--- src/rtl/instr_loader.sv ---
// instr_loader: debounced two-half instruction entry into a FIFO, popped by fetch in run mode.
module instr_loader #(
    parameter int DEPTH           = 16,
    parameter int DEBOUNCE_CYCLES = 500000
) (
    input  logic                     clk,
    input  logic                     rst_n,
    input  logic                     key_n,
    input  logic [17:0]              SW,
    input  logic                     rd_en,
    output logic [3:0]               codop,
    output logic [7:0]               addA,
    output logic [7:0]               addB_LMM,
    output logic [7:0]               addC,
    output logic                     instr_valid,
    output logic [$clog2(DEPTH):0]   count,
    output logic                     full,
    output logic                     empty,
    output logic                     hi_pending,
    output logic                     overflow_err
);
    localparam int AW = $clog2(DEPTH);
    localparam int CW = $clog2(DEBOUNCE_CYCLES + 1);

    typedef enum logic {WAIT_HI, WAIT_LO} state_t;

    logic          r_sync1, r_sync2, r_key_db;
    logic [CW-1:0] r_db_cnt;
    logic          w_db_done, w_press;
    state_t        r_state, w_state_nxt;
    logic          w_latch_hi, w_commit, w_wr, w_rd;
    logic [11:0]   r_hi;
    logic [27:0]   r_mem [DEPTH];
    logic [AW-1:0] r_wr_ptr, r_rd_ptr;
    logic [AW:0]   r_count;
    logic          w_unused;

    assign w_unused  = SW[16];
    assign w_db_done = (r_sync2 != r_key_db) && (r_db_cnt == CW'(DEBOUNCE_CYCLES - 1));
    // Strobe on the cycle the debounced level is about to fall; the release edge gives nothing.
    assign w_press   = w_db_done & r_key_db & ~r_sync2;

    always_ff @(posedge clk or negedge rst_n) begin
        if (!rst_n) begin
            r_sync1  <= 1'b1;
            r_sync2  <= 1'b1;
            r_key_db <= 1'b1;
            r_db_cnt <= '0;
        end else begin
            r_sync1 <= key_n;
            r_sync2 <= r_sync1;
            if (r_sync2 == r_key_db) begin
                r_db_cnt <= '0;
            end else if (w_db_done) begin
                r_key_db <= r_sync2;
                r_db_cnt <= '0;
            end else begin
                r_db_cnt <= r_db_cnt + 1'b1;
            end
        end
    end

    always_comb begin
        w_state_nxt = r_state;
        w_latch_hi  = 1'b0;
        w_commit    = 1'b0;
        if (SW[17]) begin
            w_state_nxt = WAIT_HI;
        end else if (w_press) begin
            w_latch_hi  = (r_state == WAIT_HI);
            w_commit    = (r_state == WAIT_LO);
            w_state_nxt = (r_state == WAIT_HI) ? WAIT_LO : WAIT_HI;
        end
    end

    always_ff @(posedge clk or negedge rst_n) begin
        if (!rst_n) begin
            r_state <= WAIT_HI;
            r_hi    <= '0;
        end else begin
            r_state <= w_state_nxt;
            if (w_latch_hi) r_hi <= SW[11:0];
        end
    end

    assign w_wr = w_commit & ~full;
    assign w_rd = rd_en & SW[17] & ~empty;

    // Storage is left uninitialised; pointers and count alone define valid entries.
    always_ff @(posedge clk) begin
        if (w_wr) r_mem[r_wr_ptr] <= {r_hi, SW[15:0]};
    end

    always_ff @(posedge clk or negedge rst_n) begin
        if (!rst_n) begin
            r_wr_ptr     <= '0;
            r_rd_ptr     <= '0;
            r_count      <= '0;
            overflow_err <= 1'b0;
            instr_valid  <= 1'b0;
            codop        <= '0;
            addA         <= '0;
            addB_LMM     <= '0;
            addC         <= '0;
        end else begin
            instr_valid <= w_rd;
            if (w_commit & full) overflow_err <= 1'b1;
            if (w_wr) begin
                r_wr_ptr <= r_wr_ptr + 1'b1;
                r_count  <= r_count + 1'b1;
            end else if (w_rd) begin
                r_rd_ptr <= r_rd_ptr + 1'b1;
                r_count  <= r_count - 1'b1;
                {codop, addA, addB_LMM, addC} <= r_mem[r_rd_ptr];
            end
        end
    end

    assign count      = r_count;
    assign full       = (r_count == (AW + 1)'(DEPTH));
    assign empty      = (r_count == '0);
    assign hi_pending = (r_state == WAIT_LO);
endmodule

--- config.mk ---
export PLATFORM = sky130hd
export DESIGN_NAME = instr_loader
export DESIGN_NICKNAME = d
export VERILOG_FILES = /design/src/rtl/instr_loader.sv
export SDC_FILE = /design/constraint.sdc
export NUM_CORES = 1
export LEC_CHECK = 0
export BUFFER_PORTS_ARGS = -buffer_cell sky130_fd_sc_hd__buf_4
export CORE_MARGIN = 1.5
export CORE_UTILIZATION = 35
export DETAILED_ROUTE_END_ITERATION = 12
export SYNTH_ARGS = -nofsm -noshare
export SYNTH_HDL_FRONTEND = slang
export SYNTH_SLANG_ARGS = --single-unit
--- constraint.sdc ---
create_clock -name clk -period 6.4 [get_ports clk]
set_clock_uncertainty 0.05 [all_clocks]
set_input_delay 0.32 -clock clk [delete_from_list [all_inputs] [get_ports clk]]
set_output_delay 0.32 -clock clk [all_outputs]
set_load 0.05 [all_outputs]
==> results of run 1 <==
cells in the final DEF (no fill, tap or decap), types with 5 or more instances in the layout:
master | netlist | routed
a21oi_1 | 7 | 6
a22oi_1 | 9 | 9
a31oi_1 | 30 | 30
buf_4 | 5 | 73
clkbuf_1 | 28 | 21
clkbuf_16 | 0 | 54
clkbuf_8 | 0 | 5
clkinv_2 | 0 | 8
dfrtp_1 | 75 | 71
dlygate4sd3_1 | 0 | 18
edfxtp_1 | 448 | 448
ha_1 | 10 | 10
inv_1 | 14 | 14
mux2_2 | 64 | 64
mux2_4 | 10 | 10
mux2i_1 | 28 | 28
mux4_2 | 84 | 84
nand2_1 | 32 | 32
nand2b_1 | 10 | 10
nand3_1 | 17 | 17
nand4_1 | 10 | 10
nor2_1 | 67 | 67
o22ai_1 | 19 | 19
or2_2 | 9 | 9
or3_1 | 20 | 20
or4_1 | 8 | 8
xnor2_1 | 14 | 14
xor2_1 | 7 | 7
worst max-delay path, stage by stage (launching register included):
cell     delay [ns]
dfrtp_1        0.40
ha_1           0.22
nand4_1        0.40
nor3_4         0.53
nand3_2        0.34
inv_2          0.27
and4b_2        0.99
cells in the mapped netlist, drive strengths merged:
master | number | share of area [%]
nand4 | 11 | 0.36
nor4b | 4 | 0.17
o21ai | 3 | 0.072
or4 | 8 | 0.29
mux4 | 84 | 9.1
inv | 15 | 0.27
fa | 1 | 0.096
a22oi | 9 | 0.33
dfstp | 3 | 0.38
mux2 | 74 | 4.2
buf | 27 | 0.71
nand3 | 18 | 0.46
nor3b | 4 | 0.14
or2 | 10 | 0.30
a2111o | 1 | 0.054
mux2i | 28 | 1.3
xnor2 | 14 | 0.59
o221ai | 1 | 0.042
a21oi | 7 | 0.17
xor2 | 7 | 0.30
nor2 | 67 | 1.2
or4bb | 1 | 0.054
or3 | 20 | 0.60
o2bb2ai | 1 | 0.072
nor3 | 5 | 0.17
o21a | 1 | 0.036
o22ai | 19 | 0.57
nand2b | 10 | 0.30
dfrtp | 75 | 9.0
nand2 | 32 | 0.58
nand4b | 1 | 0.042
nor4 | 4 | 0.12
or4b | 2 | 0.096
nor4bb | 2 | 0.096
o31ai | 4 | 0.14
o21ba | 1 | 0.048
a31oi | 30 | 0.90
and4b | 4 | 0.19
ha | 10 | 0.60
clkbuf | 28 | 0.51
nor2b | 4 | 0.12
and4 | 7 | 0.30
edfxtp | 448 | 65
o211ai | 1 | 0.036
power by group through the flow:
stage	combinational (mW)	clock, mW	sequential (mW)
floorplan	1.40	0	4.30
global placement	2.15	0	4.19
detailed placement	2.16	0	4.19
CTS	2.17	3.13	4.12
global route	2.30	3.25	4.14
finish	2.12	3.06	4.10
cell families (layout without fill, tap and decap cells):
| kind of cell | after synthesis | in the layout | synth area share, % |
|---|---|---|---|
| xor gates and xnor gates | 21 | 21 | 0.8856 |
| muxes | 186 | 186 | 14.65 |
| and+or+nand+nor | 214 | 214 | 5.609 |
| buffers and inverters | 70 | 208 | 1.488 |
| DFF | 526 | 526 | 74.19 |
| AOI/OAI and AO/OA | 78 | 78 | 2.476 |
| adders and majority gates | 11 | 11 | 0.6988 |
layout make-up:
cell class / count / area share [%]
Timing Repair Buffer: 92 / 3.113
Inverter: 15 / 0.2343
Clock buffer: 80 / 6.236
Multi-Input combinational cell: 510 / 21.29
Clock inverter: 21 / 0.9422
Sequential cell: 526 / 64.16
Tap cell: 773 / 4.024
stage by stage:
stage          setup slack (ns)  cell area (sq um)  hold WS, ns
6_report                  2.792              24040      0.03938
5_1_grt                   2.560              24040      0.02648
4_1_cts                   2.792              24040     0.001867
3_5_place_dp              2.786              22130       0.1705
3_3_place_gp              2.904              22130       0.1718
2_1_floorplan             1.048              20770     -0.02559
sequential cells by signal, indices dropped and copies added, names as in the netlist, 4 cells and up:
name,cells
r_db_cnt,19
addA,8
r_hi,12
codop,4
addC,8
r_wr_ptr,4
addB_LMM,8
r_rd_ptr,4
r_mem,448
count,5
metal layers:
metal	wire, um	GRT usage, %	vias up
met1	19700	20.16	5409
met2	21460	24.14	207
met5	0	0	-
met4	1035	4.950	0
met3	1959	2.484	69
li1	-	-	4615
worst max path at each step:
stage / to / slack [ns]
after floorplan: r_mem[2][0] / 1.05
after global placement: r_mem[9][15] / 2.90
after detailed placement: r_mem[9][14] / 2.79
after CTS: r_mem[9][27] / 2.79
after global routing: r_mem[9][16] / 2.56
final: r_mem[9][27] / 2.79
repair_timing:
| action | CTS | global route |
|---|---|---|
| hold endpoints to repair | 262 | 0 |
| endpoints found under the setup margin | 0 | 0 |
| hold buffers | 18 | 0 |
==> results.md, run 1 <==
* Root buf cell: clkbuf_16
* # clock sinks at 526
* Switching pwr at 2.752 mW
* Sequential cell area at 15,420 sq um
* Highest clock rate at 0.2771 GHz
* Router iterations before antenna repair at 5
* Clock Tree Buf Depth at 3
* Num ports at 60
* First-pass GRT wire length at 66.70 mm
* Fin cells at 2,017
* Number of maximum-capacitance violations at 0
* ANT cells at 0
* Die H at 246.6 um
* Core area at 58,800 sq um
* VDD IR max at 0.2885 mV
* Utilization after layout at 40.88%
* Reg2reg end: r_mem[9][27]
* Slew Limit Fails at 0
* # rows at 89
* Area growth syn-to-layout at 15.73%
* Synth Register Bits at 526
* Nets@finish at 1,232
* Starting DRC count in detailed routing at 753
* Final GP Congestion at 0.7356
* FF-to-FF path depth at 6
* Vias at 10,300
* Port Buffer Count at 58
* Final worst-path cycle share at 56.38%
* RR Startpoint: r_db_cnt[0]
* RSZ-0062 raised after global routing: false
* Via-to-Cell Ratio at 5.107
* Sequential group share of total power at 44.2%
* Dpl cells at 1,898
* Aggregate routed wire length at 44.15 mm
* Clock latency on the worst-skew pair at 0.60 ns
* Critical Path End Type: flop
* Relative slew slack at 26.42%
* Arr. time, crit path at 3.76 ns
* Int Power at 6.531 mW
* PwrDens at 386.2 nW/um^2
* Crit Path Max Fanout at 28
* Mapped cell area at 20,770 sq um
* CTS buffer count at 54
* Fillers at 5,287
* Worst Max-Slew Pin Slew at 1.101 ns
* Setup-failing EPs final at 0
* Post-DP HPWL at 22.32 mm
* Hold path endpoint: r_mem[7][4]
* Post-synthesis sequential area ratio at 74.19%
* Resized Gates After CTS at 0
* Worst EP required at 6.55 ns
* Setup_tns at 0 ns
* GRT Overall Usage at 14.82%
* Worst hold stages at 1
* Multi-input gate area at 5117 sq um
* Worst min-delay path class: input port to flop
* Layout cells sized above 1 at 27.89%
* Syn nets at 1,139
* Routed Antenna Nets at 0
* Die ar. at 60,810 sq um
* Number of global-route vias before repair at 10,760
* Total power at 9.282 mW
* Hold Path Origin: SW[4]
* Combinational power share at 22.8%
* Initial antenna violation count at 0
* Final min period at 3.608 ns
* Final Hold Vio Count at 0
* YS warnings at 0
* Register-to-register setup slack at 2.79 ns
* Setup CP Type: flop to flop
* Net Sw Frac at 29.64%
* CP startpoint kind: flop
* Clock Pin Slew Worst Setup and Hold Paths at 0.06 ns
* Die X at 246.6 um
* Post-CTS setup buffer count at 0
* Syn Area/Cell at 18.78 sq um
* Grt ovf at 0
* Distinct cells, synth at 53
* Leak pwr at 8.550 nW
* Gate Count Post-Synth at 1,106
* Status: complete, no violations
* Residual DRC count at 0
* Crit path from: r_db_cnt[0]
* Largest net degree at the start of global routing at 98
* Clk network pwr share at 33.0%
* CTS H-tree depth at 2
* Initial core utilization at 35.32%
* Wirelength per Cell at 21.89 um
* CTS tree: yes
(Power assumes the default switching activity.)
==> run 2: changes to the inputs <==
--- a/config.mk
+++ b/config.mk
@@ -5,6 +5,7 @@
 export SDC_FILE = /design/constraint.sdc
 export NUM_CORES = 1
 export LEC_CHECK = 0
+export ABC_AREA = 1
 export BUFFER_PORTS_ARGS = -buffer_cell sky130_fd_sc_hd__buf_4
 export CORE_MARGIN = 1.5
 export CORE_UTILIZATION = 35
==> constraint.sdc (replaced) <==
create_clock -name clk -period 3.65 [get_ports clk]
set_clock_uncertainty 0.05 [all_clocks]
set_input_delay 0.1825 -clock clk [delete_from_list [all_inputs] [get_ports clk]]
set_output_delay 0.1825 -clock clk [all_outputs]
set_load 0.05 [all_outputs]
==> run 2 against run 1 <==
Net effect:
- cell area increased by 2.1%
- sequential cell count unchanged
- power up 94%
- critical path depth up 4
- clock power up 78%
- register-to-register slack worse by 2.1 ns
- combinational power rose to 2.6 times the previous value
- fmax increased by 23%
==> results.md, run 2 <==
* Status: complete, no violations (unchanged)
* Final worst-path cycle share at 80.56% (was 56.38%)
* ANT cells at 0 (unchanged)
* Layout cells sized above 1 at 11.70% (was 27.89%)
* Top Metal Used: met4 (unchanged)
* Fillers at 5,401 (was 5,287)
* CP Cell Sequence: ha_1, nand2_1, nor2_4, nand3_2, nor2_4, nand3_2, nor2_8, nand2_2, nor2_4, buf_4 (was ha_1, nand4_1, nor3_4, nand3_2, inv_2, and4b_2)
* Worst Max-Slew Pin Slew at 1.104 ns (was 1.101 ns)
* YS warnings at 0 (unchanged)
* Die X at 248.8 um (was 246.6 um)
* Int Power at 11.60 mW (was 6.531 mW)
* Grt ovf at 0 (unchanged)
* Number of global-route vias before repair at 13,100 (was 10,760)
* # clock sinks at 526 (unchanged)
* Net Sw Frac at 35.42% (was 29.64%)
* Highest clock rate at 0.3401 GHz (was 0.2771 GHz)
* Synth Register Bits at 526 (unchanged)
* Router iterations before antenna repair at 5 (unchanged)
* Starting DRC count in detailed routing at 1,008 (was 753)
* Distinct cells, synth at 36 (was 53)
* Initial antenna violation count at 0 (unchanged)
* Area growth syn-to-layout at 16.13% (was 15.73%)
* Residual DRC count at 0 (unchanged)
* CTS H-tree depth at 2 (unchanged)
* Root buf cell: clkbuf_16 (unchanged)
* Post-CTS setup buffer count at 0 (unchanged)
* Routed Antenna Nets at 0 (unchanged)
* Port Buffer Count at 58 (unchanged)
* Top cells by area, synth: edfxtp_1 (64%), dfrtp_1 (8.9%), nor2_1 (7.8%) (was edfxtp_1 (65%), mux4_2 (9.1%), dfrtp_1 (9.0%))
* Post-synthesis mux area share at 0% (was 14.65%)
* Final GP Congestion at 0.8392 (was 0.7356)
* DRT met1 WL at 23.03 mm (was 19.70 mm)
* Num ports at 60 (unchanged)
* CTS buffer count at 53 (was 54)
* Largest Register: r_mem (unchanged)
* Max reg flops at 448 (unchanged)
* CTS tree: yes (unchanged)
* Synth top area share at 63.63% (was 64.77%)
* Crit Path Max Fanout at 14 (was 28)
* Aggregate routed wire length at 50.29 mm (was 44.15 mm)
* Hold Buf Count CTS at 19 (was 18)
* Adder-cell share of the synthesized area at 0.6865% (was 0.6988%)
* Syn nets at 1,751 (was 1,139)
* Final hold slack at 0.04583 ns (was 0.03938 ns)
* Clock Pin Slew Worst Setup and Hold Paths at 0.06 ns (about the same)
* Nets@finish at 1,818 (was 1,232)
* RSZ-0062 raised after global routing: false (unchanged)
* Top-count cell post-synth: edfxtp_1 (unchanged)
* Compound-Gate Fraction of Synth Area at 9.333% (was 2.476%)
* Ys async rst share at 14.83% (unchanged)
* Routed length on met3 at 2.683 mm (was 1.959 mm)
* Critical Path End Type: flop (unchanged)
* Clk network pwr share at 30.4% (was 33.0%)
* GRT Overall Usage at 16.16% (was 14.82%)
* Resized Gates After CTS at 0 (unchanged)
* First-pass GRT wire length at 77.74 mm (was 66.70 mm)
* Post-DP HPWL at 27.32 mm (was 22.32 mm)
* Setup-failing EPs final at 0 (unchanged)
* Clock Tree Buf Depth at 3 (unchanged)
* Yosys top cell by area: edfxtp_1 (unchanged)
* Switching pwr at 6.363 mW (was 2.752 mW)
* Initial core utilization at 35.62% (was 35.32%)
* Post-Synth XOR/XNOR Area at 0.8700% (was 0.8856%)
* Number of flops mapped to enable cells by yosys at 448 (unchanged)
* Most instantiated cells after synthesis: edfxtp_1 (448), nor2_1 (438), o21ai_0 (228) (was edfxtp_1 (448), mux4_2 (84), dfrtp_1 (75))
* Final Hold Vio Count at 0 (unchanged)
* CP startpoint kind: flop (unchanged)
* DR WL met2 at 23.82 mm (was 21.46 mm)
* Wirelength per Cell at 19.33 um (was 21.89 um)
* Setup_tns at 0 ns (unchanged)
* Post-synthesis sequential area ratio at 72.88% (was 74.19%)
* # rows at 89 (unchanged)
* Max incr delay on CP at 0.48 ns (was 0.99 ns)
* Top flop regs: r_mem x448, r_db_cnt x19, r_hi x12 (unchanged)
* VDD IR max at 0.6578 mV (was 0.2885 mV)
* PwrDens at 731.7 nW/um^2 (was 386.2 nW/um^2)
* Vias at 13,360 (was 10,300)
* Core area at 59,350 sq um (was 58,800 sq um)
* Clock latency on the worst-skew pair at 0.61 ns (was 0.60 ns)
* Gate Count Post-Synth at 1,718 (was 1,106)
* Relative slew slack at 26.37% (was 26.42%)
* Simple-Gate Fraction of Synth Area at 13.27% (was 5.609%)
* Sequential group share of total power at 38.7% (was 44.2%)
* Number of maximum-capacitance violations at 0 (unchanged)
* Leak pwr at 8.879 nW (was 8.550 nW)
* Commonest non-fill, non-tap cells in the layout: edfxtp_1 (448), nor2_1 (425), o21ai_0 (228), nand3_1 (112) (was edfxtp_1 (448), mux4_2 (84), buf_4 (73), dfrtp_1 (71), nor2_1 (67))
* Worst min-delay path class: input port to asynchronous set/reset pin (was input port to flop)
* Slowest CP cell: nor2_4 (was and4b_2)
* Mapped cell area at 21,140 sq um (was 20,770 sq um)
* Setup CP Type: flop to flop (unchanged)
* Largest net degree at the start of global routing at 172 (was 98)
* Worst path most repeated cell: nor2_4
* Die H at 248.8 um (was 246.6 um)
* Syn Area/Cell at 12.31 sq um (was 18.78 sq um)
* Final min period at 2.940 ns (was 3.608 ns)
* Slew Limit Fails at 0 (unchanged)
* Synth Flop Type: edfxtp_1 (unchanged)
* Combinational power share at 30.9% (was 22.8%)
* Die ar. at 61,890 sq um (was 60,810 sq um)
* Arr. time, crit path at 3.19 ns (was 3.76 ns)
* Most common cell after layout, fill and taps aside: edfxtp_1 (unchanged)
* Main combinational cell family by area after synthesis: simple AND/OR/NAND/NOR gates (was multiplexers)
* Worst EP required at 3.90 ns (was 6.55 ns)
* Via-to-Cell Ratio at 5.136 (was 5.107)
==> run 2: changes by cell type after synthesis, sizes merged, moves of 19 or more <==
cell,previous run,this run
inv,15,42
nor2,67,445
o21ai,3,229
o22ai,19,0
clkbuf,28,54
mux2,74,0
mux2i,28,0
nand3,18,116
o211ai,1,87
mux4,84,0
nand2,32,89
buf,27,49
or3,20,0
==> run 2: final cells by class <==
class / instances / area [sq um] / share of cell area [%]
clock inverter: 33 / 345.3 / 1.407
clock buffer: 66 / 1415 / 5.764
tap: 773 / 967.2 / 3.939
timing repair buffer: 115 / 1023 / 4.169
inverter: 42 / 162.7 / 0.6625
multi-input combinational: 1047 / 5220 / 21.26
sequential: 526 / 15420 / 62.80
==> run 2: power groups by stage <==
stage | registers, mW | logic [mW] | clock network [mW]
5_1_grt | 6.98 | 6.17 | 5.80
4_1_cts | 6.96 | 5.63 | 5.55
3_3_place_gp | 7.08 | 5.52 | 0
3_5_place_dp | 7.08 | 5.59 | 0
6_report | 6.95 | 5.56 | 5.45
2_1_floorplan | 7.58 | 3.37 | 0
==> run 2: metrics by stage <==
| step | area (sq um) | setup slack (ns) | total power [mW] | std cells | utilization, % |
|---|---|---|---|---|---|
| after CTS | 24550 | 0.6690 | 18.14 | 2602 | 41.36 |
| after detailed placement | 22600 | 0.6831 | 12.66 | 2484 | 38.08 |
| final | 24550 | 0.7097 | 17.97 | 2602 | 41.36 |
| after floorplan | 21140 | 0.2966 | 10.95 | 1718 | - |
| after global routing | 24550 | 0.5005 | 18.95 | 2602 | 41.36 |
| after global placement | 22600 | 0.7634 | 12.60 | 2484 | 38.08 |
==> run 2: cell families (layout without fill, tap and decap cells) <==
kind of cell             count (synthesis)  in the layout
adder cells (fa/ha/maj)                 11             11
AO/OA/AOI/OAI                          344            344
flip-flops                             526            526
buffers and inverters                  145            256
XOR/XNOR                                21             21
AND/OR/NAND/NOR                        671            671
==> run 2: worst paths after layout <==
kind | from | to | slack, ns | cells past startpoint
min in group clk | rd_en | r_rd_ptr[0] | 0.05 | 3
min reg2reg | r_sync1 | r_sync2 | 0.30 | 0
max | r_db_cnt[0] | r_mem[8][4] | 0.71 | 10
max reg2reg | r_db_cnt[0] | r_mem[8][4] | 0.71 | 10
max in group asynchronous | rst_n | addC[5] | 2.62 | 3
min | rst_n | r_db_cnt[3] | 0.05 | 2
==> run 2: worst max-delay path, delay by kind of cell (launching register included) <==
kind | cells | cell delay, ns
fa+ha+maj | 1 | 0.23
buf+inv | 1 | 0.30
flops | 1 | 0.42
simple gates | 8 | 1.63
==> run 2: metal layers <==
layer	global-route usage [%]	up-vias
met5	0	-
met3	2.738	59
met2	25.90	330
met1	23.06	6684
met4	3.523	0
li1	-	6290
